===== src/rtl/cla4_adder.sv =====
// Registered two-level carry-lookahead adder built from 4-bit lookahead groups.
// Optional `CLA_OVF_EN adds a registered two's-complement overflow output (ovf).
module cla4_adder #(
    parameter int WIDTH = 4
) (
    input  logic             clk,
    input  logic             rst_n,
    input  logic             in_valid,
    input  logic [WIDTH-1:0] a,
    input  logic [WIDTH-1:0] b,
    input  logic             cin,
    output logic             out_valid,
    output logic [WIDTH-1:0] sum,
`ifdef CLA_OVF_EN
    output logic             ovf,
`endif
    output logic             cout
);

    localparam int NG = WIDTH / 4;

    if (((WIDTH % 4) != 0) || (WIDTH < 4) || (WIDTH > 32)) begin : g_width_check
        $error("cla4_adder: WIDTH must be a multiple of 4 in the range 4..32");
    end

    // Carries c1..c3 of one 4-bit group, flattened lookahead form.
    function automatic logic [2:0] group_inner_carries(
        input logic [2:0] p,
        input logic [2:0] g,
        input logic       c0
    );
        logic c1;
        logic c2;
        logic c3;
        c1 = g[0] | (p[0] & c0);
        c2 = g[1] | (p[1] & g[0]) | (p[1] & p[0] & c0);
        c3 = g[2] | (p[2] & g[1]) | (p[2] & p[1] & g[0]) | (p[2] & p[1] & p[0] & c0);
        return {c3, c2, c1};
    endfunction

    // Carry c4 out of one 4-bit group; with c0 = 0 this is the group generate.
    function automatic logic group_carry_out(
        input logic [3:0] p,
        input logic [3:0] g,
        input logic       c0
    );
        return g[3] | (p[3] & g[2]) | (p[3] & p[2] & g[1])
             | (p[3] & p[2] & p[1] & g[0]) | (p[3] & p[2] & p[1] & p[0] & c0);
    endfunction

    logic [WIDTH-1:0] p_s;
    logic [WIDTH-1:0] g_s;
    logic [NG-1:0]    grp_p_s;
    logic [NG-1:0]    grp_g_s;
    logic [NG:0]      grp_c_s;
    logic [WIDTH-1:0] carry_s;
    logic [WIDTH-1:0] sum_s;
    logic             cout_s;

    logic             out_valid_r;
    logic [WIDTH-1:0] sum_r;
    logic             cout_r;

    assign p_s    = a ^ b;
    assign g_s    = a & b;
    assign sum_s  = p_s ^ carry_s;
    assign cout_s = grp_c_s[NG];

    // Group propagate/generate for the second lookahead level.
    always_comb begin
        grp_p_s = '0;
        grp_g_s = '0;
        for (int j = 0; j < NG; j++) begin
            grp_p_s[j] = &p_s[4*j +: 4];
            grp_g_s[j] = group_carry_out(p_s[4*j +: 4], g_s[4*j +: 4], 1'b0);
        end
    end

    // Second-level lookahead: each group carry is a flat sum of products of group P/G and cin.
    always_comb begin
        logic acc_v;
        logic term_v;
        acc_v      = 1'b0;
        term_v     = 1'b0;
        grp_c_s    = '0;
        grp_c_s[0] = cin;
        for (int j = 1; j <= NG; j++) begin
            acc_v = 1'b0;
            for (int k = 0; k < j; k++) begin
                term_v = grp_g_s[k];
                for (int m = k + 1; m < j; m++) begin
                    term_v = term_v & grp_p_s[m];
                end
                acc_v = acc_v | term_v;
            end
            term_v = cin;
            for (int m = 0; m < j; m++) begin
                term_v = term_v & grp_p_s[m];
            end
            grp_c_s[j] = acc_v | term_v;
        end
    end

    // Bit carries inside each group, seeded by that group's lookahead carry-in.
    always_comb begin
        carry_s = '0;
        for (int j = 0; j < NG; j++) begin
            carry_s[4*j]       = grp_c_s[j];
            carry_s[4*j+1 +: 3] = group_inner_carries(p_s[4*j +: 3], g_s[4*j +: 3], grp_c_s[j]);
        end
    end

`ifdef CLA_OVF_EN
    logic ovf_s;
    logic ovf_r;

    // Signed overflow: carry into the sign bit disagrees with carry out of it.
    always_comb begin
        ovf_s = carry_s[WIDTH-1] ^ cout_s;
    end

    // Overflow flag registered alongside the sum; holds while in_valid is low.
    always_ff @(posedge clk) begin
        if (!rst_n) begin
            ovf_r <= 1'b0;
        end else if (in_valid) begin
            ovf_r <= ovf_s;
        end else begin
            ovf_r <= ovf_r;
        end
    end

    assign ovf = ovf_r;
`endif

    // Result registers: reset wins, sum/cout load only on in_valid.
    always_ff @(posedge clk) begin
        if (!rst_n) begin
            out_valid_r <= 1'b0;
            sum_r       <= '0;
            cout_r      <= 1'b0;
        end else begin
            out_valid_r <= in_valid;
            if (in_valid) begin
                sum_r  <= sum_s;
                cout_r <= cout_s;
            end else begin
                sum_r  <= sum_r;
                cout_r <= cout_r;
            end
        end
    end

    assign out_valid = out_valid_r;
    assign sum       = sum_r;
    assign cout      = cout_r;

endmodule


===== config.mk =====
export PLATFORM = sky130hd
export DESIGN_NAME = cla4_adder
export DESIGN_NICKNAME = d
export VERILOG_FILES = /design/src/rtl/cla4_adder.sv
export SDC_FILE = /design/constraint.sdc
export NUM_CORES = 1
export LEC_CHECK = 0
export ABC_AREA = 0
export ABC_CLOCK_PERIOD_IN_PS = 1800
export CAP_MARGIN = 15
export CORE_AREA = 2 2 39 41
export CTS_BUF_LIST = sky130_fd_sc_hd__clkbuf_16
export CTS_CLUSTER_SIZE = 20
export DETAILED_ROUTE_END_ITERATION = 7
export DIE_AREA = 0 0 41 43
export PLACE_DENSITY = 0.61
export REMOVE_ABC_BUFFERS = 1
export SYNTH_ARGS = -nofsm -noshare
export SYNTH_HDL_FRONTEND = slang
export SYNTH_SLANG_ARGS = --single-unit

===== constraint.sdc =====
create_clock -name clk -period 1.8 [get_ports clk]
set_input_delay 0.36 -clock clk [delete_from_list [all_inputs] [get_ports clk]]
set_output_delay 0.36 -clock clk [all_outputs]
set_load 0.03 [all_outputs]

==> flow_metrics.tcl, run 1 <==
set metrics [dict create \
    ys_seq_elements 6 \
    cts_tree "built" \
    setup_violations 0 \
    cts.clk_slew.worst_paths_ps 30 \
    layout_commonest_cell "clkdlybuf4s50_1" \
    cts_buffers 3 \
    synthDominantCellAreaShare 0.2900 \
    root_buffer "clkbuf_16" \
    p_sw_mw 0.1542 \
    cts_buffer_depth 2 \
    rsz0062_at_grt "no" \
    final_cell_mix "clkdlybuf4s50_1 (15), dfxtp_1 (6), buf_4 (6)" \
    hold_path_class "reg2reg" \
    slew_viol_final 0 \
    area_delta_synth_final_pct 79.76 \
    grt_pass1_wl_um 1566 \
    drt-total-wl_um 993 \
    dp_cells 77 \
    row_count 14 \
    syn_inst 40 \
    yosysTopAreaCell "dfxtp_1" \
    htree_levels 1 \
    max_stage_delay_ps 410 \
    hpwl_um 795.2 \
    dieHeight_um 43 \
    comb_power_share 0.256 \
    ys_types 26 \
    drt_iter0_markers 1 \
    cp-start-kind "input pin" \
    fin_crit_sh 0.9435 \
    status "complete, no violations" \
    firstDrtPassIters 2 \
    critical_path_buf_inv_count 1 \
    leakage_nw 0.3256 \
    p_clk_frac 0.520 \
    path_cells "clkdlybuf4s50_1, ha_1, o21a_1, a2111oi_4, nand3b_1" \
    crit_required_ps 1960 \
    ios 18 \
    power_density_nw_per_um2 909.0 \
    grt_usage 0.1398 \
    ant_nets 0 \
    via_per_inst 4.850 \
    post_drt_wl_per_cell_um 12.41 \
    fin_nets 83 \
    synthesis.area_per_instance_um2 10.35 \
    whs_ps 496.7 \
    power_frac_seq 0.225 \
    slew_headroom 0.7958 \
    cp.arrival_ps 1860 \
    postCtsHoldBufs 0 \
    clkSinkCount 6 \
    fmax_mhz 588.8 \
    overflow 0 \
    antenna_found_initial 0 \
    die_w_um 41 \
    dieArea_um2 1763 \
    grt_max_degree 7 \
    max-vdd-ir-drop_uv 470.9 \
    port_buffers 17 \
    ys_seq_area_frac 0.2900 \
    synth.area.top_cells "dfxtp_1 (29%), ha_1 (12%), a2111oi_4 (6.6%)" \
    drc_errors 0 \
    grt_pass1_vias 404 \
    start_util 0.2993 \
    clock_latency_ps 220 \
    cp_max_fo 3 \
    fin_cells 80 \
    core-area_um2 1384 \
    final.setup.tns_ps 0 \
    synthesis.area_um2 414.1 \
    cap_violations 0 \
    num_vias 388 \
    hold_viol 0 \
    tightest_slew_ps 305.3 \
    ys.warnings.count 0 \
    utilization 0.5380 \
    gp_congestion 0.7889 \
    p_sw_frac 0.2278 \
    cpMaxStageDelayCell "clkdlybuf4s50_1" \
    clock_skew_ps 0 \
    p_int_mw 0.5225 \
    diodes 0 \
    cp_top_family "compound AO/OA/AOI/OAI gates" \
    fin_crit_ps 1698 \
    end_kind "register" \
    path_class "in2reg" \
    drive_gt1_frac 0.2188 \
]
logic make-up after synthesis:
group / Yosys count / synth area share
multiplexers: 1 / 0.02417
buffers and inverters: 6 / 0.06041
flip-flops: 6 / 0.2900
adder cells (fa/ha/maj): 5 / 0.1692
AND/OR/NAND/NOR: 11 / 0.1602
AO/OA/AOI/OAI: 10 / 0.2750
XOR/XNOR: 1 / 0.02115
metal layers:
metal	wire length, µm	up-vias	global-route usage	share of wire
met2	498	18	0.2031	0.50
met3	99	2	0.06806	0.10
met5	0	-	0	0
li1	-	193	-	-
met4	16	0	0.08000	0.016
met1	379	175	0.1586	0.38
registers in the layout (all words and copies together), names as in the netlist:
| register | flops |
|---|---|
| cout | 1 |
| sum | 4 |
| out_valid | 1 |
through the flow:
| step | instance area, µm² | setup slack [ps] | power (mW) |
|---|---|---|---|
| after floorplan | 404.1 | 317.7 | 0.2426 |
| after global placement | 639.4 | -151.1 | 0.3196 |
| after detailed placement | 639.4 | -197.2 | 0.3218 |
| after CTS | 714.4 | 39.14 | 0.6814 |
| after global routing | 744.5 | 18.27 | 0.7130 |
| final | 744.5 | 101.6 | 0.6767 |
power groups by stage:
stage	Clock, mW	Sequential (mW)	Combinational, mW
2_1_floorplan	0	0.178	0.0651
3_3_place_gp	0	0.154	0.166
3_5_place_dp	0	0.154	0.168
4_1_cts	0.361	0.152	0.169
5_1_grt	0.371	0.153	0.189
6_report	0.352	0.152	0.173
what timing repair did:
item / 4_1_cts / 5_1_grt
resized for setup: 0 / 4
setup endpoints to repair: 0 / 1
buffers inserted: 0 / 0
Yosys cell counts:
cell and number:
fa_1 1, xnor2_1 1, o21ai_0 1, nand4_1 1
clkinv_1 1, a32o_1 1, nand3b_1 1, and4b_1 1
o211a_1 1, o21a_1 1, a31oi_1 1, a21boi_1 1
or2_2 1, ha_1 4, nor3_1 2, inv_1 3
nor2b_1 2, a2111oi_4 1, a2111oi_2 1, dfxtp_1 6
mux2i_1 1, nand2_1 2, a21o_1 1, and2_1 1
a211o_4 1, buf_2 2
layout make-up:
type | count | area, µm²
repair buffers | 23 | 220.2
multi-input cells | 28 | 294.0
well taps | 16 | 20.02
clock buffers | 3 | 75.07
inverters | 4 | 15.01
fillers | 129 | 639.4
flip-flops and latches | 6 | 120.1
final timing paths:
path,startpoint,to,slack (ps),cells after the start
setup / recovery,a[1],sum[3],100,5
hold / removal,sum[0],sum[0],500,1
setup reg to reg,cout,cout,1110,2
hold reg to reg,sum[0],sum[0],500,1
Note: power is estimated with default switching activity, not from simulation.
==> run 2, diff against run 1 <==
ABC_AREA = not set   (was 0)
==> results of run 2 <==
Final layout, timing and power as in run 1 (identical DEF).
